==> src/rtl/dfr_mem_arbiter_pkg.sv <==
// rtl/dfr_mem_arbiter_pkg.sv - shared types and ctrl/address field positions for the DFR memory arbiter
package dfr_mem_pkg;

  typedef enum logic [1:0] {
    IDLE  = 2'd0,
    ARM   = 2'd1,
    RUN   = 2'd2,
    DRAIN = 2'd3
  } arb_state_t;

  // Host address split: upper byte is the page taken from ctrl, lower byte the local offset
  localparam int HOST_PAGE_MSB   = 15;
  localparam int HOST_PAGE_LSB   = 8;
  localparam int HOST_OFFSET_MSB = 7;
  localparam int HOST_OFFSET_LSB = 0;

  // Bit positions inside the config block's ctrl register
  localparam int CTRL_START    = 0;
  localparam int CTRL_BUSY     = 1;
  localparam int CTRL_SEL_MSB  = 7;
  localparam int CTRL_SEL_LSB  = 4;
  localparam int CTRL_PAGE_MSB = 15;
  localparam int CTRL_PAGE_LSB = 8;

  localparam logic [15:0] DENIED_MAX = 16'hFFFF;

endpackage

==> src/rtl/dfr_mem_arbiter_if.sv <==
// rtl/dfr_mem_arbiter_if.sv - host and DFR-core access ports of the memory arbiter
interface dfr_mem_arbiter_if #(
  parameter int DATA_WIDTH = 32,
  parameter int ADDR_WIDTH = 16,
  parameter int SEL_WIDTH  = 4
) ();

  logic                  start;
  logic [SEL_WIDTH-1:0]  host_sel;
  logic [ADDR_WIDTH-1:0] host_addr;
  logic                  host_wen;
  logic [DATA_WIDTH-1:0] host_wdata;
  logic [DATA_WIDTH-1:0] host_rdata;
  logic                  busy;

  logic                  core_start;
  logic                  core_done;
  logic [SEL_WIDTH-1:0]  core_sel;
  logic [ADDR_WIDTH-1:0] core_addr;
  logic                  core_wen;
  logic [DATA_WIDTH-1:0] core_wdata;
  logic [DATA_WIDTH-1:0] core_rdata;

  // Requesting side: config regs plus DFR core
  modport master (
    output start, host_sel, host_addr, host_wen, host_wdata,
    output core_done, core_sel, core_addr, core_wen, core_wdata,
    input  host_rdata, busy, core_start, core_rdata
  );

  // Arbiter side
  modport slave (
    input  start, host_sel, host_addr, host_wen, host_wdata,
    input  core_done, core_sel, core_addr, core_wen, core_wdata,
    output host_rdata, busy, core_start, core_rdata
  );

endinterface

==> src/rtl/dfr_mem_arbiter_rd_sel_pipe.sv <==
// rtl/dfr_mem_arbiter_rd_sel_pipe.sv - read-tag delay line matching the bank read latency
module dfr_rd_sel_pipe #(
  parameter int TAG_WIDTH = 6,
  parameter int DEPTH     = 1
) (
  input  logic                 S_AXI_ACLK,
  input  logic                 Local_Reset,
  input  logic [TAG_WIDTH-1:0] tag_in,
  output logic [TAG_WIDTH-1:0] tag_out
);

  logic [TAG_WIDTH-1:0] stage [DEPTH];

  // Shift the tag of every access cycle so it meets its bank data at the output
  always_ff @(posedge S_AXI_ACLK or posedge Local_Reset) begin
    if (Local_Reset) begin
      for (int i = 0; i < DEPTH; i++) stage[i] <= '0;
    end else begin
      stage[0] <= tag_in;
      for (int i = 1; i < DEPTH; i++) stage[i] <= stage[i-1];
    end
  end

  assign tag_out = stage[DEPTH-1];

endmodule

==> src/rtl/dfr_mem_arbiter.sv <==
// rtl/dfr_mem_arbiter.sv - bank ownership FSM, address/write mux and read steering between host and DFR core
module dfr_mem_arbiter
  import dfr_mem_pkg::*;
#(
  parameter int DATA_WIDTH = 32,
  parameter int ADDR_WIDTH = 16,
  parameter int NUM_BANKS  = 4,
  parameter int SEL_WIDTH  = 4,
  parameter int RD_LATENCY = 1
) (
  input  logic                            S_AXI_ACLK,
  input  logic                            Local_Reset,
  dfr_mem_arbiter_if.slave                bus,
  output logic [ADDR_WIDTH-1:0]           bank_addr,
  output logic [DATA_WIDTH-1:0]           bank_wdata,
  output logic [NUM_BANKS-1:0]            bank_wen,
  input  logic [NUM_BANKS*DATA_WIDTH-1:0] bank_rdata,
  output logic [15:0]                     denied_cnt
);

  localparam int                 TAG_WIDTH = SEL_WIDTH + 2;
  localparam logic [SEL_WIDTH:0] SEL_LIMIT = (SEL_WIDTH + 1)'(NUM_BANKS);
  localparam logic [2:0]         DRAIN_LEN = 3'(RD_LATENCY);

  arb_state_t            state;
  logic                  start_q;
  logic                  busy_q;
  logic                  core_start_q;
  logic [2:0]            drain_cnt;
  logic [15:0]           denied_q;

  logic                  start_edge;
  logic                  owner_is_core;
  logic [SEL_WIDTH-1:0]  owner_sel;
  logic                  owner_wen;
  logic                  sel_in_range;
  logic [TAG_WIDTH-1:0]  tag_in;
  logic [TAG_WIDTH-1:0]  tag_out;
  logic                  tag_core;
  logic [SEL_WIDTH-1:0]  tag_sel;
  logic                  tag_valid;
  logic [DATA_WIDTH-1:0] rd_word;

  assign start_edge    = bus.start & ~start_q;
  assign owner_is_core = (state != IDLE);

  // Ownership FSM: a start edge in IDLE arms one core run; DRAIN lets in-flight core reads land
  always_ff @(posedge S_AXI_ACLK or posedge Local_Reset) begin
    if (Local_Reset) begin
      state        <= IDLE;
      start_q      <= 1'b0;
      busy_q       <= 1'b0;
      core_start_q <= 1'b0;
      drain_cnt    <= '0;
    end else begin
      start_q <= bus.start;
      case (state)
        IDLE: begin
          if (start_edge) begin
            state        <= ARM;
            core_start_q <= 1'b1;
            busy_q       <= 1'b1;
          end
        end
        ARM: begin
          state        <= RUN;
          core_start_q <= 1'b0;
        end
        RUN: begin
          if (bus.core_done) begin
            state     <= DRAIN;
            drain_cnt <= DRAIN_LEN;
          end
        end
        DRAIN: begin
          if (drain_cnt == 3'd1) begin
            state  <= IDLE;
            busy_q <= 1'b0;
          end else begin
            drain_cnt <= drain_cnt - 3'd1;
          end
        end
        default: begin
          state        <= IDLE;
          busy_q       <= 1'b0;
          core_start_q <= 1'b0;
        end
      endcase
    end
  end

  assign bus.busy       = busy_q;
  assign bus.core_start = core_start_q;

  // Owner mux onto the shared bank bus; write enables are gated by reset so they fall immediately
  always_comb begin
    owner_sel    = owner_is_core ? bus.core_sel   : bus.host_sel;
    owner_wen    = owner_is_core ? bus.core_wen   : bus.host_wen;
    bank_addr    = owner_is_core ? bus.core_addr  : bus.host_addr;
    bank_wdata   = owner_is_core ? bus.core_wdata : bus.host_wdata;
    sel_in_range = ({1'b0, owner_sel} < SEL_LIMIT);
    bank_wen     = '0;
    for (int i = 0; i < NUM_BANKS; i++) begin
      bank_wen[i] = owner_wen & sel_in_range & (owner_sel == SEL_WIDTH'(i)) & ~Local_Reset;
    end
  end

  // Count host writes dropped because the core owns the banks, saturating at all-ones
  always_ff @(posedge S_AXI_ACLK or posedge Local_Reset) begin
    if (Local_Reset) begin
      denied_q <= '0;
    end else if (bus.host_wen && owner_is_core && (denied_q != DENIED_MAX)) begin
      denied_q <= denied_q + 16'd1;
    end
  end

  assign denied_cnt = denied_q;

  assign tag_in = {owner_is_core, owner_sel, sel_in_range};

  dfr_rd_sel_pipe #(
    .TAG_WIDTH (TAG_WIDTH),
    .DEPTH     (RD_LATENCY)
  ) u_rd_sel_pipe (
    .S_AXI_ACLK  (S_AXI_ACLK),
    .Local_Reset (Local_Reset),
    .tag_in      (tag_in),
    .tag_out     (tag_out)
  );

  assign tag_core  = tag_out[TAG_WIDTH-1];
  assign tag_sel   = tag_out[SEL_WIDTH:1];
  assign tag_valid = tag_out[0];

  // Pick the returning bank word and hand it only to the requester that issued the read
  always_comb begin
    rd_word = '0;
    for (int i = 0; i < NUM_BANKS; i++) begin
      if (tag_valid && (tag_sel == SEL_WIDTH'(i))) rd_word = bank_rdata[i*DATA_WIDTH +: DATA_WIDTH];
    end
    bus.host_rdata = tag_core ? '0 : rd_word;
    bus.core_rdata = tag_core ? rd_word : '0;
  end

endmodule

==> src/flat_wrapper.sv <==
// flat-port wrapper written by rule: the top's interface ports become plain ports
module dfr_mem_arbiter_flat import dfr_mem_pkg::*;
#(
  parameter int DATA_WIDTH = 32,
  parameter int ADDR_WIDTH = 16,
  parameter int NUM_BANKS  = 4,
  parameter int SEL_WIDTH  = 4,
  parameter int RD_LATENCY = 1
)
  (S_AXI_ACLK, Local_Reset, bank_addr, bank_wdata, bank_wen, bank_rdata, denied_cnt, bus_start, bus_host_sel, bus_host_addr, bus_host_wen, bus_host_wdata, bus_core_done, bus_core_sel, bus_core_addr, bus_core_wen, bus_core_wdata, bus_host_rdata, bus_busy, bus_core_start, bus_core_rdata);
  dfr_mem_arbiter_if #(.DATA_WIDTH(DATA_WIDTH), .ADDR_WIDTH(ADDR_WIDTH), .SEL_WIDTH(SEL_WIDTH)) bus_i ();
  input  logic S_AXI_ACLK;
  input  logic Local_Reset;
  output logic [ADDR_WIDTH-1:0] bank_addr;
  output logic [DATA_WIDTH-1:0] bank_wdata;
  output logic [NUM_BANKS-1:0] bank_wen;
  input  logic [NUM_BANKS*DATA_WIDTH-1:0] bank_rdata;
  output logic [15:0] denied_cnt;
  input wire logic [$bits(bus_i.start)-1:0] bus_start;
  input wire logic [$bits(bus_i.host_sel)-1:0] bus_host_sel;
  input wire logic [$bits(bus_i.host_addr)-1:0] bus_host_addr;
  input wire logic [$bits(bus_i.host_wen)-1:0] bus_host_wen;
  input wire logic [$bits(bus_i.host_wdata)-1:0] bus_host_wdata;
  input wire logic [$bits(bus_i.core_done)-1:0] bus_core_done;
  input wire logic [$bits(bus_i.core_sel)-1:0] bus_core_sel;
  input wire logic [$bits(bus_i.core_addr)-1:0] bus_core_addr;
  input wire logic [$bits(bus_i.core_wen)-1:0] bus_core_wen;
  input wire logic [$bits(bus_i.core_wdata)-1:0] bus_core_wdata;
  output wire logic [$bits(bus_i.host_rdata)-1:0] bus_host_rdata;
  output wire logic [$bits(bus_i.busy)-1:0] bus_busy;
  output wire logic [$bits(bus_i.core_start)-1:0] bus_core_start;
  output wire logic [$bits(bus_i.core_rdata)-1:0] bus_core_rdata;
  assign bus_i.start = bus_start;
  assign bus_i.host_sel = bus_host_sel;
  assign bus_i.host_addr = bus_host_addr;
  assign bus_i.host_wen = bus_host_wen;
  assign bus_i.host_wdata = bus_host_wdata;
  assign bus_i.core_done = bus_core_done;
  assign bus_i.core_sel = bus_core_sel;
  assign bus_i.core_addr = bus_core_addr;
  assign bus_i.core_wen = bus_core_wen;
  assign bus_i.core_wdata = bus_core_wdata;
  assign bus_host_rdata = bus_i.host_rdata;
  assign bus_busy = bus_i.busy;
  assign bus_core_start = bus_i.core_start;
  assign bus_core_rdata = bus_i.core_rdata;
  dfr_mem_arbiter #(.DATA_WIDTH(DATA_WIDTH), .ADDR_WIDTH(ADDR_WIDTH), .NUM_BANKS(NUM_BANKS), .SEL_WIDTH(SEL_WIDTH), .RD_LATENCY(RD_LATENCY)) u_core (.S_AXI_ACLK(S_AXI_ACLK), .Local_Reset(Local_Reset), .bus(bus_i), .bank_addr(bank_addr), .bank_wdata(bank_wdata), .bank_wen(bank_wen), .bank_rdata(bank_rdata), .denied_cnt(denied_cnt));
endmodule
==> config.mk <==
export PLATFORM = sky130hd
export DESIGN_NAME = dfr_mem_arbiter_flat
export DESIGN_NICKNAME = d
export VERILOG_FILES = /design/src/rtl/dfr_mem_arbiter_pkg.sv /design/src/rtl/dfr_mem_arbiter_if.sv /design/src/rtl/dfr_mem_arbiter_rd_sel_pipe.sv /design/src/rtl/dfr_mem_arbiter.sv /design/src/flat_wrapper.sv
export SDC_FILE = /design/constraint.sdc
export NUM_CORES = 1
export LEC_CHECK = 0
export ABC_AREA = 1
export BUFFER_PORTS_ARGS = -buffer_cell sky130_fd_sc_hd__buf_2
export CORE_AREA = 2 2 143 145
export DETAILED_ROUTE_END_ITERATION = 8
export DIE_AREA = 0 0 145 147
export GPL_TIMING_DRIVEN = 0
export PLACE_DENSITY = 0.59
export RECOVER_POWER = 100
export SYNTH_ARGS = -nofsm -noshare
export SYNTH_HDL_FRONTEND = slang
export SYNTH_SLANG_ARGS = --single-unit
==> constraint.sdc <==
create_clock -name S_AXI_ACLK -period 1.78 [get_ports S_AXI_ACLK]
set_input_delay 0.089 -clock S_AXI_ACLK [delete_from_list [all_inputs] [get_ports S_AXI_ACLK]]
set_output_delay 0.089 -clock S_AXI_ACLK [all_outputs]
set_load 0.03 [all_outputs]
# == After elaboration in Yosys (flattened, before gate mapping) ==
# Index checks and enable logic that the tools add are counted.
# op_classes
eq_ne,15
n_bitwise,12
order_cmp,1
n_mux,21
n_addsub,2
n_reduce_logical,17
# op_table
operator,n
$mux W32,7
$add A16 B1 Y16 const B,1
$eq A4 B2 Y1 const B,4
$mux W16,1
$ne A16 B16 Y1 const B,1
$and A1 B1 Y1,10
$reduce_and A3 Y1,3
$eq A4 B1 Y1 const B,2
$logic_not A4 Y1,2
$pmux W2 S4,1
$reduce_bool A2 Y1,4
$logic_and A1 B1 Y1,6
$mux W2,3
$mux W3,2
$pmux W3 S2,1
$eq A2 B2 Y1 const B,2
$lt A4 B3 Y1 const B,1
$mux W4,1
$ne A2 B1 Y1 const B,2
$ne A2 B2 Y1 const B,2
$pmux W1 S2,2
$eq A3 B1 Y1 const B,1
$mux W1,3
$sub A3 B1 Y3 const B,1
4 further kinds,5
# word_totals
wordCells,75
output_inout_bits,134
reg_bits,30

# == Depth between registers and ports, before layout ==
# Gate-level depths: netlist of run 1.
# logic_depth
depth_word,7
ltp_mapped,9
ltp_nobuf,9

# == Hierarchy ==
# Synthesis of run 1 repeated with hierarchy kept, for this count alone.
# unflattened
cells_unflattened,664
hier_area_um2,3763.6
# modules_own_cells
mod,area_per_inst_um2,n_inst,cells_per_inst
dfr_mem_arbiter,3609.7,1,657
dfr_rd_sel_pipe,153.9,1,7

# == Worst setup path after synthesis of run 1 ==
# No wires, ideal clock.
# synth_path
path_type,reg-to-output
startpoint,register u_core.state[0]
endpoint,output bank_wen[0]
required_time_ns,1.691
arrival_time_ns,1.915
stages_incl_launch_ff,8
slack_ns,-0.224
path_cell_list,dfrtp_1 -> inv_1 -> ha_1 -> inv_2 -> or2_2 -> o21ai_0 -> inv_1 -> nor3_1
# synth_via
elab_chain_len,6
word_cells_on_any_way,8
cone_classes,1 x order compare; 2 x mux; 3 x bitwise; 2 x reduce/logical
# synth_rtl
item,line_no,text
from (decl),dfr_mem_arbiter.sv:25,arb_state_t state;
from (signal assigned),dfr_mem_arbiter.sv:50,state <= IDLE;
from (signal assigned),dfr_mem_arbiter.sv:60,state <= ARM;
from (signal assigned),dfr_mem_arbiter.sv:66,state <= RUN;
$reduce_bool A2 Y1 *,dfr_mem_arbiter.sv:45,assign owner_is_core = (state != IDLE);
$mux W4 *,dfr_mem_arbiter.sv:97,owner_sel = owner_is_core ? bus.core_sel : bus.host_sel;
via u_core.owner_sel[1],dfr_mem_arbiter.sv:34,logic [SEL_WIDTH-1:0] owner_sel;
$lt A4 B3 Y1,dfr_mem_arbiter.sv:101,"sel_in_range = ({1'b0, owner_sel} < SEL_LIMIT);"
$and A1 B1 Y1,dfr_mem_arbiter.sv:104,bank_wen[i] = owner_wen & sel_in_range & (owner_sel == SEL_WIDTH'(i)) & ~Local_Reset;
$and A1 B1 Y1 * (2 in series),dfr_mem_arbiter.sv:104,
to (decl),flat_wrapper.sv:16,output logic [NUM_BANKS-1:0] bank_wen;
# Mark *: on every way through the listed nets, which the timed path passes. The rest lies on a longest branch.

# == Final worst setup path of run 1 ==
# layout_path
startpoint,"register u_core.u_rd_sel_pipe.stage, in the netlist u_core.u_rd_sel_pipe.tag_out[4]"
endpoint,output bus_core_rdata[25]
# layout_via
elab_chain_len,7
word_cells_on_any_way,13
cone_classes,3 x eq/ne; 5 x mux; 5 x reduce/logical
# layout_rtl
item,line_no,text
from (decl),dfr_mem_arbiter_rd_sel_pipe.sv:12,logic [TAG_WIDTH-1:0] stage [DEPTH];
$logic_not A4 Y1,dfr_mem_arbiter.sv:139,if (tag_valid && (tag_sel == SEL_WIDTH'(i))) rd_word = bank_rdata[i*DATA_WIDTH +: DATA_WIDTH];
$logic_and A1 B1 Y1,dfr_mem_arbiter.sv:139,
$mux W32 (3 in series),dfr_mem_arbiter.sv:139,
$mux W32 *,dfr_mem_arbiter.sv:139,
$mux W32 *,dfr_mem_arbiter.sv:142,bus.core_rdata = tag_core ? rd_word : '0;
to (decl),flat_wrapper.sv:32,output wire logic [$bits(bus_i.core_rdata)-1:0] bus_core_rdata;
# Mark *: on every way between the ends. The rest lies on a longest branch, timed or not.

==> results of run 1 <==
[power by group]
group | total (mW) | switching (mW) | internal [mW]
combinational | 7.49 | 4.70 | 2.78
sequential | 1.04 | 0.175 | 0.861
clock | 0.833 | 0.280 | 0.553
[worst max-delay path, cell delays in order, from the launching register on]
cell,delay (ns)
dfrtp_1,0.39
nor2_4,0.20
buf_6,0.17
nand3_4,0.11
buf_6,0.15
or2_0,0.20
nand2_1,0.09
a21oi_1,0.07
buf_4,0.19
[worst paths after layout]
path                                                 startpoint                               to
worst max-delay path            u_core.u_rd_sel_pipe.tag_out[4]               bus_core_rdata[25]
worst min-delay path                            bus_core_sel[2]  u_core.u_rd_sel_pipe.tag_out[3]
worst max register to register             u_core.denied_cnt[0]            u_core.denied_cnt[13]
worst min register to register                  u_core.bus.busy                  u_core.bus.busy
max in group asynchronous                           Local_Reset  u_core.u_rd_sel_pipe.tag_out[5]
min in group asynchronous                           Local_Reset  u_core.u_rd_sel_pipe.tag_out[4]
[Yosys cell counts (all sizes together)]
| library cell | number | area share |
|---|---|---|
| nor2 | 96 | 0.10 |
| o32ai | 1 | 0.0023 |
| a21oi | 21 | 0.028 |
| clkinv | 1 | 0.00099 |
| o21ai | 7 | 0.0093 |
| o211ai | 2 | 0.0040 |
| nand3 | 34 | 0.046 |
| xnor2 | 8 | 0.019 |
| nand2 | 292 | 0.29 |
| a22oi | 1 | 0.0020 |
| nand3b | 1 | 0.0020 |
| buf | 32 | 0.045 |
| o22ai | 1 | 0.0017 |
| and2 | 1 | 0.0017 |
| or2 | 12 | 0.020 |
| ha | 7 | 0.023 |
| nor3 | 22 | 0.029 |
| inv | 42 | 0.042 |
| clkbuf | 14 | 0.014 |
| nand4 | 63 | 0.10 |
| dfrtp | 30 | 0.20 |
| xor2 | 3 | 0.0070 |
| o21bai | 1 | 0.0050 |
[sequential cells by signal, indices dropped and copies added, names as in the netlist]
| register | count |
|---|---|
| u_core.start_q | 1 |
| u_core.denied_cnt | 16 |
| u_core.u_rd_sel_pipe.tag_out | 6 |
| u_core.state | 2 |
| u_core.bus.busy | 1 |
| u_core.bus.core_start | 1 |
| u_core.drain_cnt | 3 |
[per-stage QoR]
| step | util | TNS, ns | area [um^2] | hold WS [ns] |
|---|---|---|---|---|
| after global placement | 0.305 | -24.22 | 6040 | 0.225 |
| after floorplan | - | -0.647 | 3850 | 0.120 |
| after global routing | 0.371 | -16.48 | 7360 | 0.0878 |
| after detailed placement | 0.305 | -26.58 | 6040 | 0.233 |
| final | 0.371 | -6.65 | 7360 | 0.0788 |
| after CTS | 0.355 | -8.49 | 7050 | 0.0703 |
[cells by family (layout without fill, tap and decap cells)]
family          count (synthesis)  count (layout)  synth area share
buf+inv                        89             498             0.103
flops                          30              30             0.199
xor+xnor                       11              11            0.0256
fa+ha+maj                       7               7            0.0232
compound gates                 34              34            0.0521
simple gates                  521             521             0.597
[timing repair]
| item | CTS | global route |
|---|---|---|
| buffers inserted | 19 | 5 |
| gates cloned | 3 | 2 |
| pin swaps | 7 | 18 |
| resized for setup | 218 | 107 |
| endpoints found under the setup margin | 116 | 122 |
| hold buffers | 3 | 0 |
| endpoints found under the hold margin | 31 | 0 |
[routing by layer]
layer,wire length [um],vias to the layer above,track usage
li1,-,3044,-
met1,7850,2749,0.197
met2,11000,288,0.346
met3,1380,25,0.0270
met4,404,0,0.0441
met5,0,-,0
[cell type report]
| cell class | instances | area [um^2] |
|---|---|---|
| Fill cell | 2167 | 12500 |
| Tap cell | 270 | 338 |
| Clock buffer | 7 | 143 |
| Inverter | 43 | 176 |
| Sequential cell | 30 | 751 |
| Buffer | 45 | 445 |
| Clock inverter | 1 | 5.00 |
| Multi-Input combinational cell | 573 | 3070 |
| Timing Repair Buffer | 402 | 2430 |
==> reports/summary.txt, run 1 <==
GLOBAL ROUTE
-------------------------------------------------------------------------------------
Antenna violations before repair                                                    0
Vias in the first global route                                                  5,875
Global Route Usage Sum                                                          0.176
Pin count of the biggest net entering global routing                               31
Overflow left after global routing                                                  0
Wire length of the first global-routing pass                                30,300 um

ROUTE
-------------------------------------------------------------------------------------
Antenna Nets Post-Route                                                             0
Vias per Instance                                                                4.45
Detailed-route via count                                                        6,106
Pre-Repair DR Iteration Count                                                       4
Residual DRC                                                                        0
Detail-routed net length per standard cell                                    15.1 um
First DRT Iteration DRCs                                                          241
Total Wirelength                                                            20,600 um

FINISH
-------------------------------------------------------------------------------------
Antenna diode instance count                                                        0
Commonest non-fill, non-tap cells in the layout                          buf_2 (266), nand2_1 (264), buf_4 (97), nand4_1 (63), nor2_1 (60)
Number of nets at the end of the flow                                           1,345
Area growth from synthesis to layout                                            95.2%
Most frequent standard cell in the layout excluding fill and tap cells          buf_2
Post-layout instance count excluding filler cells                               1,371
Share of layout cells above drive strength 1                                    0.498

WORST SETUP PATH
-------------------------------------------------------------------------------------
Nature of the critical path startpoint                                       register
Critical path class                                                      register to primary output
Critical Path AT                                                              1.85 ns
Crit path capture type                                                   primary output
Reg2reg setup slack                                                           0.02 ns
Data required time of the critical path                                       1.69 ns
Cells on worst reg2reg path                                                         9
Largest fanout on the critical path                                                 8

RUN
-------------------------------------------------------------------------------------
Max-cap violation count                                                             0

SYNTHESIS
-------------------------------------------------------------------------------------
Syn Std Cell Area                                                        0.00377 mm^2
Yosys warning total                                                                 0
Mapped Nets                                                                       937
Number of instances in the synthesized netlist                                    692
Register area share after synthesis                                             0.199
Total of flip-flops plus latches after synthesis                                   30
Distinct cell type count of the synthesized netlist                                33
Synthesized area per cell                                                   5.45 um^2

DIE
-------------------------------------------------------------------------------------
Total core area                                                           0.0198 mm^2
Standard-cell rows                                                                 52
Boundary Pins                                                                     372
Starting utilization of the core area                                           0.190
Die Y-Extent                                                                   147 um
Die Area                                                                  0.0213 mm^2
Die boundary width                                                             145 um

RUN STATUS
-------------------------------------------------------------------------------------
Result of the run                                                        finished, violations left
Failing checks                                                           negative setup slack

CLOCKING
-------------------------------------------------------------------------------------
Number of buffers added by the clock tree synthesis step                            5
Deepest level of the CTS H-tree                                                     2
Latest clock arrival within the worst-skew pair                               0.27 ns
Buffers from clock root to sink, at most                                            2
Count of clock tree sinks                                                          30
TritonCTS clock tree                                                             done
Clock-pin slew of the registers on the worst-case setup and hold paths        0.05 ns
Root Buffer Master                                                          clkbuf_16

POWER
-------------------------------------------------------------------------------------
P per Cell Area                                                          1270 mW/mm^2
Max IR drop VDD                                                                831 uV
Static leakage                                                                4.05 nW
Final total power                                                             9.36 mW

STA
-------------------------------------------------------------------------------------
Slew at the pin closest to its max-slew limit                                0.786 ns
Setup skew after layout                                                    0.00503 ns
Unrepaired setup endpoints after global routing                                  true
Headroom to the max-slew limit                                                  0.476
Number of max-slew violations in the final report                                   0
Number of failing hold endpoints at the final stage                                 0
Setup ws final                                                              -0.160 ns
Peak Freq                                                                   0.516 GHz
Fin crit period                                                               1.94 ns
Final worst path period share                                                    1.09
Setup violations, final                                                            68

PLACED DESIGN
-------------------------------------------------------------------------------------
Placed insts                                                                    1,333
IO buf count                                                                      371
HPWL after detailed placement                                               16,700 um
Routability congestion estimate from global placement                           0.933
Worst setup timing slack at the placement stage                             -0.465 ns

HOLD PATH
-------------------------------------------------------------------------------------
Hold Path Stages                                                                    3
Path class of the lowest-slack min-delay path                            primary input to register

No activity file was read; power rests on OpenSTA's default activity.
==> inputs of run 2 (changes only) <==
--- a/config.mk
+++ b/config.mk
@@ -6,12 +6,15 @@
 export NUM_CORES = 1
 export LEC_CHECK = 0
 export ABC_AREA = 1
+export ABC_CLOCK_PERIOD_IN_PS = 1780
 export BUFFER_PORTS_ARGS = -buffer_cell sky130_fd_sc_hd__buf_2
-export CORE_AREA = 2 2 143 145
+export CELL_PAD_IN_SITES_DETAIL_PLACEMENT = 2
+export CELL_PAD_IN_SITES_GLOBAL_PLACEMENT = 2
+export CORE_MARGIN = 2
+export CORE_UTILIZATION = 15
 export DETAILED_ROUTE_END_ITERATION = 8
-export DIE_AREA = 0 0 145 147
 export GPL_TIMING_DRIVEN = 0
-export PLACE_DENSITY = 0.59
+export PLACE_DENSITY = 0.92
 export RECOVER_POWER = 100
 export SYNTH_ARGS = -nofsm -noshare
 export SYNTH_HDL_FRONTEND = slang
==> run 2 against run 1 <==
The flow still finishes with violations (negative setup slack). Maximum frequency fell by 9.1%. First-iteration DRC count is 61% higher. Clock skew grew 0.0091 ns. Flip-flop and latch count did not move. Clock power decreased by 1%. Sequential power is 6% higher. Global-route usage grew 4.6 points. Combinational power up 38%. Non-clock buffer count up 27. Critical path type unchanged.
==> reports/summary.txt, run 2 (synthesis results as in run 1) <==
RUN STATUS
-------------------------------------------------------------------------------------
Result of the run                                                        finished, violations left
Failing checks                                                           negative setup slack

POWER
-------------------------------------------------------------------------------------
P per Cell Area                                                          1420 mW/mm^2   +11%
Max IR drop VDD                                                                765 uV   -8.0%
Static leakage                                                                4.65 nW   +15%
Final total power                                                             12.2 mW   +31%

PLACED DESIGN
-------------------------------------------------------------------------------------
Routability congestion estimate from global placement                           0.902   -3.3%
HPWL after detailed placement                                               21,600 um   +30%
IO buf count                                                                      371   unchanged
Placement Cell Area                                                      0.00612 mm^2   +1.2%

FINISH
-------------------------------------------------------------------------------------
Number of nets at the end of the flow                                           1,373   +2.1%
Commonest non-fill, non-tap cells in the layout                          buf_2 (238), nand2_1 (152), nand2_2 (88), buf_4 (88), buf_6 (85)
Share of layout cells above drive strength 1                                    0.619   +0.121
Largest register FFs                                                               16   unchanged
Post-layout instance area                                                0.00865 mm^2   +17%
Most frequent standard cell in the layout excluding fill and tap cells          buf_2
Area growth from synthesis to layout                                             129%

ROUTE
-------------------------------------------------------------------------------------
Vias per Instance                                                                4.81   +8.0%
Pre-Repair DR Iteration Count                                                       4   unchanged
Total Wirelength                                                            34,700 um   +68%
Detail-routed net length per standard cell                                    23.8 um   +58%
Detailed-route via count                                                        7,021   +15%
First DRT Iteration DRCs                                                          389   +61%
Residual DRC                                                                        0   unchanged
Antenna Nets Post-Route                                                             0   unchanged

WORST SETUP PATH
-------------------------------------------------------------------------------------
Critical path class                                                      register to primary output
Critical Path AT                                                              2.05 ns   +0.20 ns
Cells along the critical path                                            inv_2 > ha_4 > clkbuf_2 > buf_4 > o21ai_4 > inv_4 > nor3_4 > buf_6
Worst path top cell family by delay                                      buffers and inverters
Nature of the critical path startpoint                                       register
CP max stage cell                                                             dfrtp_1
Count of buffering cells on the critical path with inverters included               5   +2
Data required time of the critical path                                       1.69 ns   about the same
Slowest cell delay on critical path                                           0.37 ns   -0.02 ns
Largest fanout on the critical path                                                 4   -4
Crit path capture type                                                   primary output

GLOBAL ROUTE
-------------------------------------------------------------------------------------
Global Route Usage Sum                                                          0.222   +0.0464
Wire length of the first global-routing pass                                45,300 um   +50%
Antenna violations before repair                                                    2   +2
Vias in the first global route                                                  7,838   +33%
Pin count of the biggest net entering global routing                               31   unchanged
Overflow left after global routing                                                  0   unchanged

STA
-------------------------------------------------------------------------------------
Number of max-slew violations in the final report                                   0   unchanged
Setup ws final                                                              -0.354 ns   -0.195 ns
Unrepaired setup endpoints after global routing                                  true
Fin crit period                                                               2.13 ns   +0.195 ns
Slew at the pin closest to its max-slew limit                                0.858 ns   +0.0717 ns
Setup violations, final                                                           129   +90%
Number of failing hold endpoints at the final stage                                 0   unchanged
Worst slack on hold paths                                                    0.180 ns   +0.101 ns
Final worst path period share                                                    1.20   +0.109
Peak Freq                                                                   0.469 GHz   -9.1%
Setup skew after layout                                                     0.0142 ns   +0.00913 ns
Sum of negative setup slack                                                 -22.05 ns   -15.40 ns
Headroom to the max-slew limit                                                  0.428   -0.0478

CLOCKING
-------------------------------------------------------------------------------------
TritonCTS clock tree                                                             done
Clock-pin slew of the registers on the worst-case setup and hold paths        0.06 ns   about the same
Number of buffers added by the clock tree synthesis step                            5   unchanged
Latest clock arrival within the worst-skew pair                               0.28 ns   about the same
Buffers from clock root to sink, at most                                            2   unchanged
Count of clock tree sinks                                                          30   unchanged
Deepest level of the CTS H-tree                                                     2   unchanged
Root Buffer Master                                                          clkbuf_16

DIE
-------------------------------------------------------------------------------------
Boundary Pins                                                                     372   unchanged
Die Area                                                                  0.0264 mm^2   +24%
Die boundary width                                                             163 um   +12%
Starting utilization of the core area                                           0.151   -0.0385
Total core area                                                           0.0249 mm^2   +25%
Standard-cell rows                                                                 58   +12%
Die Y-Extent                                                                   163 um   +11%

RUN
-------------------------------------------------------------------------------------
Max-cap violation count                                                             0   unchanged

HOLD PATH
-------------------------------------------------------------------------------------
Path class of the lowest-slack min-delay path                            primary input to register

-- run 2: layer usage --
layer | up-vias | wire, um | GRT usage
met5 | - | 0 | 0
met4 | 0 | 1830 | 0.0792
met3 | 103 | 2620 | 0.0430
met2 | 379 | 18500 | 0.452
met1 | 3428 | 11700 | 0.221
li1 | 3111 | - | -
-- run 2: final cells by class --
type | count | area, um^2
antenna | 2 | 5.00
buffer | 40 | 418
clock buffer | 7 | 133
fill | 2908 | 16200
inverter | 43 | 186
multi-input combinational | 573 | 3650
sequential | 30 | 754
tap | 330 | 413
timing repair buffer | 434 | 3080
timing repair inverter | 1 | 11.3
-- run 2: report_power, final --
part | switching [mW] | internal [mW] | total, mW | leakage, nW
registers | 0.234 | 0.866 | 1.10 | 0.382
logic | 6.26 | 4.06 | 10.3 | 4.20
clock network | 0.313 | 0.511 | 0.824 | 0.0640
-- run 2: final timing paths --
check | cells after the start | slack (ns) | startpoint | endpoint
worst max register to register | 11 | -0.19 | u_core.state[0] | u_core.denied_cnt[10]
worst min register to register | 2 | 0.57 | u_core.denied_cnt[8] | u_core.denied_cnt[8]
min in group asynchronous | 4 | 0.82 | Local_Reset | u_core.bus.core_start
max in group asynchronous | 4 | 0.35 | Local_Reset | u_core.u_rd_sel_pipe.tag_out[5]
worst min-delay path | 4 | 0.18 | bus_host_sel[2] | u_core.u_rd_sel_pipe.tag_out[3]
worst max-delay path | 8 | -0.35 | u_core.state[0] | bank_wen[0]
-- run 2: stage by stage --
step | instances | setup WS, ns | utilization
global route | 1460 | -0.425 | 0.347
floorplan | 692 | -0.224 | -
global placement | 1393 | -0.530 | 0.246
CTS | 1448 | -0.278 | 0.316
finish | 1460 | -0.354 | 0.347
detailed placement | 1393 | -0.566 | 0.246
-- run 2: what timing repair did --
action / in CTS / in global routing
gates cloned: 9 / 4
pin swaps: 41 / 72
resized for setup: 367 / 253
hold buffers: 3 / 0
setup buffers: 37 / 15
endpoints found under the hold margin: 31 / 0
setup endpoints to repair: 127 / 136
-- run 2: worst reg2reg max path, delay by kind of cell (launching register included) --
kind	cells	cell delay (ns)
AO/OA/AOI/OAI	1	0.19
adder cells (fa/ha/maj)	1	0.18
buffers and inverters	6	0.86
flip-flops	1	0.39
AND/OR/NAND/NOR	3	0.21
==> inputs of run 3 (changes only) <==
--- a/config.mk
+++ b/config.mk
@@ -14,8 +14,9 @@
 export CORE_UTILIZATION = 15
 export DETAILED_ROUTE_END_ITERATION = 8
 export GPL_TIMING_DRIVEN = 0
-export PLACE_DENSITY = 0.92
-export RECOVER_POWER = 100
+export PLACE_DENSITY = 0.91
+export RECOVER_POWER = 25
 export SYNTH_ARGS = -nofsm -noshare
 export SYNTH_HDL_FRONTEND = slang
+export SYNTH_HIERARCHICAL = 1
 export SYNTH_SLANG_ARGS = --single-unit
==> run 3 against run 2 <==
The run still ends with negative setup slack left. Sequential power about the same. Non-clock buffer count shrank 5. Sequential share of layout area is 0.43 points higher. Clock-buffer cell count shrank 1. Largest cell class is now non-clock buffers. Highest routed layer unchanged.
==> reports/summary.txt, run 3 <==
SYNTHESIS
-------------------------------------------------------------------------------------
Count of flip-flops with a built-in enable after synthesis                          0   unchanged
Number of instances in the synthesized netlist                                    664   -4.0%
Fraction of post-synthesis cell area in the top cell type by area               0.249   -0.0384
Share of async-settable or async-resettable flops after synthesis                1.00   unchanged
Register area share after synthesis                                             0.199   +0.000331
Distinct cell type count of the synthesized netlist                                33   unchanged
Synthesized area per cell                                                   5.67 um^2   +4.0%
Main flop type after synthesis                                                dfrtp_1
Post-synthesis cell type with the largest combined area                       nand2_1
Most common library cells after synthesis                                nand2_1 (250), nor2_1 (71), nand3_1 (61), nand4_1 (45), inv_1 (32)
Most instantiated library cell after synthesis                                nand2_1
Mapped Nets                                                                       909   -3.0%
Yosys warning total                                                                 6   +6
Synth area leaders                                                       nand2_1 (25%), dfrtp_1 (20%), nand3_1 (8.1%)
Syn Std Cell Area                                                        0.00376 mm^2   -0.17%
Total of flip-flops plus latches after synthesis                                   30   unchanged

STA
-------------------------------------------------------------------------------------
Unrepaired setup endpoints after global routing                                  true
Setup violations, final                                                            96   -26%
Headroom to the max-slew limit                                                  0.510   +0.0824
Setup ws final                                                              -0.323 ns   +0.0317 ns
Setup skew after layout                                                    0.00820 ns   -0.00595 ns
Number of max-slew violations in the final report                                   0   unchanged
Worst slack on hold paths                                                    0.178 ns   -0.00175 ns
Number of failing hold endpoints at the final stage                                 0   unchanged
Final worst path period share                                                    1.18   -0.0178
Peak Freq                                                                   0.476 GHz   +1.5%
Fin crit period                                                               2.10 ns   -0.0317 ns
Slew at the pin closest to its max-slew limit                                0.734 ns   -0.124 ns

GLOBAL ROUTE
-------------------------------------------------------------------------------------
Pin count of the biggest net entering global routing                               27   -13%
Antenna violations before repair                                                    0   -2
Met3 demand-to-capacity share in global routing                                0.0374   -0.00560
Vias in the first global route                                                  7,175   -8.5%
Global Route Usage Sum                                                          0.195   -0.0270
Wire length of the first global-routing pass                                40,300 um   -11%
Overflow left after global routing                                                  0   unchanged
Met2 track demand over resource                                                 0.388   -0.0634
Most congested layer reported by global routing                                  met2
Met1 demand-to-capacity share in global routing                                 0.205   -0.0162

DIE
-------------------------------------------------------------------------------------
Boundary Pins                                                                     372   unchanged
Die Y-Extent                                                                   162 um   about the same
Standard-cell rows                                                                 57   -1.7%
Die Area                                                                  0.0264 mm^2   -0.16%
Starting utilization of the core area                                           0.154   +0.00240
Die boundary width                                                             162 um   about the same
Total core area                                                           0.0245 mm^2   -1.7%

WORST SETUP PATH
-------------------------------------------------------------------------------------
Data required time of the critical path                                       1.69 ns   about the same
Critical Path AT                                                              2.01 ns   -0.04 ns
Critical path class                                                      register to primary output
Crit path capture type                                                   primary output
Slowest cell delay on critical path                                           0.34 ns   -0.03 ns
Most frequent CP cell                                                           buf_6
Largest fanout on the critical path                                                 7   +3
Nature of the critical path startpoint                                       register
Cells along the critical path                                            buf_6 > inv_8 > nor2_4 > buf_6 > buf_6 > nand3_1 > nand3_1 > o21ai_2 > nor2_1 > buf_4
Cells on worst reg2reg path                                                         6   -5
CP max stage cell                                                             dfrtp_1

PLACED DESIGN
-------------------------------------------------------------------------------------
IO buf count                                                                      371   unchanged
HPWL after detailed placement                                               21,400 um   -0.90%
Routability congestion estimate from global placement                           0.847   -6.0%

ROUTE
-------------------------------------------------------------------------------------
Vias per Instance                                                                4.78   -0.53%
Detailed-route via count                                                        6,778   -3.5%
First DRT Iteration DRCs                                                          250   -36%
Antenna Nets Post-Route                                                             0   unchanged
Pre-Repair DR Iteration Count                                                       4   unchanged
Total Wirelength                                                            31,300 um   -9.7%
Detail-routed net length per standard cell                                    22.1 um   -7.0%
Residual DRC                                                                        0   unchanged

CLOCKING
-------------------------------------------------------------------------------------
Number of buffers added by the clock tree synthesis step                            5   unchanged
Clock-pin slew of the registers on the worst-case setup and hold paths        0.05 ns   about the same
Deepest level of the CTS H-tree                                                     2   unchanged
TritonCTS clock tree                                                             done
Count of clock tree sinks                                                          30   unchanged
Latest clock arrival within the worst-skew pair                               0.28 ns   about the same
Root Buffer Master                                                          clkbuf_16
Buffers from clock root to sink, at most                                            2   unchanged

RUN
-------------------------------------------------------------------------------------
Max-cap violation count                                                             0   unchanged

FINISH
-------------------------------------------------------------------------------------
Commonest non-fill, non-tap cells in the layout                          buf_2 (273), nand2_1 (188), buf_4 (84), buf_6 (68), nor2_1 (54)
Largest register FFs                                                               16   unchanged
Share of layout cells above drive strength 1                                    0.594   -0.0250
Antenna diode instance count                                                        0   -2
Area growth from synthesis to layout                                             118%
Most frequent standard cell in the layout excluding fill and tap cells          buf_2
Number of nets at the end of the flow                                           1,337   -2.6%

POWER
-------------------------------------------------------------------------------------
Gate power share                                                                0.821   -0.022
Int Pwr                                                                       4.92 mW   -9.6%
P per Cell Area                                                          1330 mW/mm^2   -6.3%
Static leakage                                                                4.32 nW   -7.1%
Max IR drop VDD                                                                716 uV   -6.4%
Share of total power in sequential cells                                        0.099   +0.009
Switching pwr                                                                 5.97 mW   -12%
Net switching share of the total power                                          0.548   -0.00767
Clk pwr share                                                                   0.081   +0.014
Final total power                                                             10.9 mW   -11%

HOLD PATH
-------------------------------------------------------------------------------------
Path class of the lowest-slack min-delay path                            primary input to register
Hold Path Stages                                                                    4   unchanged

RUN STATUS
-------------------------------------------------------------------------------------
Result of the run                                                        finished, violations left
Failing checks                                                           negative setup slack

[run 3: cell types whose count changed after synthesis, moves of 15 or more]
cell / change
nand3_1: +28
nor2_1: -23
nand4_1: -18
nor3_1: -16
nand2_1: -39
o21ai_1: +15
[run 3: layout make-up]
type,instances,area (um^2)
Clock inverter,2,12.5
Buffer,46,508
Timing Repair Buffer,423,2880
Inverter,36,149
Sequential cell,30,751
Fill cell,2890,16300
Clock buffer,6,139
Multi-Input combinational cell,550,3360
Tap cell,324,405
[run 3: path summary, 6_finish.rpt]
kind | startpoint | to | slack (ns)
min in group asynchronous | Local_Reset | u_core/drain_cnt[0] | 0.72
setup reg to reg | u_core/state[0] | u_core/state[0] | 0.04
hold / removal | bus_core_sel[2] | u_core/u_rd_sel_pipe/tag_out[3] | 0.18
hold reg to reg | u_core/bus.core_start | u_core/bus.core_start | 0.56
setup / recovery | u_core/u_rd_sel_pipe/tag_out[1] | bus_host_rdata[3] | -0.32
max in group asynchronous | Local_Reset | u_core/denied_cnt[8] | 0.62
[run 3: repair_timing]
action	in CTS	in global routing
gates resized for setup	227	267
pin swaps	21	69
setup endpoints to repair	130	120
cloned	3	7
buffers inserted	22	18
hold endpoints to repair	7	24
hold buffers	2	2
[run 3: logic make-up (layout without fill, tap and decap cells)]
| logic type | count (synthesis) | count (layout) | share of synthesized area |
|---|---|---|---|
| buf+inv | 84 | 513 | 0.104 |
| compound gates | 68 | 68 | 0.103 |
| fa+ha+maj | 7 | 7 | 0.0233 |
| flops | 30 | 30 | 0.199 |
| simple gates | 464 | 464 | 0.545 |
| xor+xnor | 11 | 11 | 0.0256 |
[run 3: power by group through the flow]
| stage | clock (mW) | sequential (mW) | combinational, mW |
|---|---|---|---|
| 4_1_cts | 0.896 | 1.07 | 7.19 |
| 2_1_floorplan | 0 | 1.13 | 3.57 |
| 5_1_grt | 0.927 | 1.10 | 9.40 |
| 3_5_place_dp | 0 | 1.04 | 5.82 |
| 6_report | 0.879 | 1.07 | 8.93 |
| 3_3_place_gp | 0 | 1.02 | 5.63 |
[run 3: worst max-delay path, delay by kind of cell (launching register included)]
| kind | cells | cell delay (ns) |
|---|---|---|
| AND/OR/NAND/NOR | 4 | 0.64 |
| buffers and inverters | 5 | 0.67 |
| flip-flops | 1 | 0.34 |
| AO/OA/AOI/OAI | 1 | 0.09 |
[run 3: per-stage QoR]
step                TNS, ns  instances  cell area (um^2)   util  worst slack, ns
finish               -15.35       1417              8200  0.335           -0.323
global route         -23.67       1417              8200  0.335           -0.375
CTS                   -9.55       1393              7140  0.292           -0.209
detailed placement   -18.38       1359              6030  0.246           -0.525
global placement     -13.22       1359              6030  0.246           -0.463
floorplan            -0.511        664              3760      -           -0.149
[run 3: per-layer routing]
| layer | vias up | wire length, um |
|---|---|---|
| met4 | 0 | 1100 |
| met5 | - | 0 |
| met2 | 354 | 17000 |
| met3 | 67 | 2130 |
| li1 | 3035 | - |
| met1 | 3322 | 11100 |
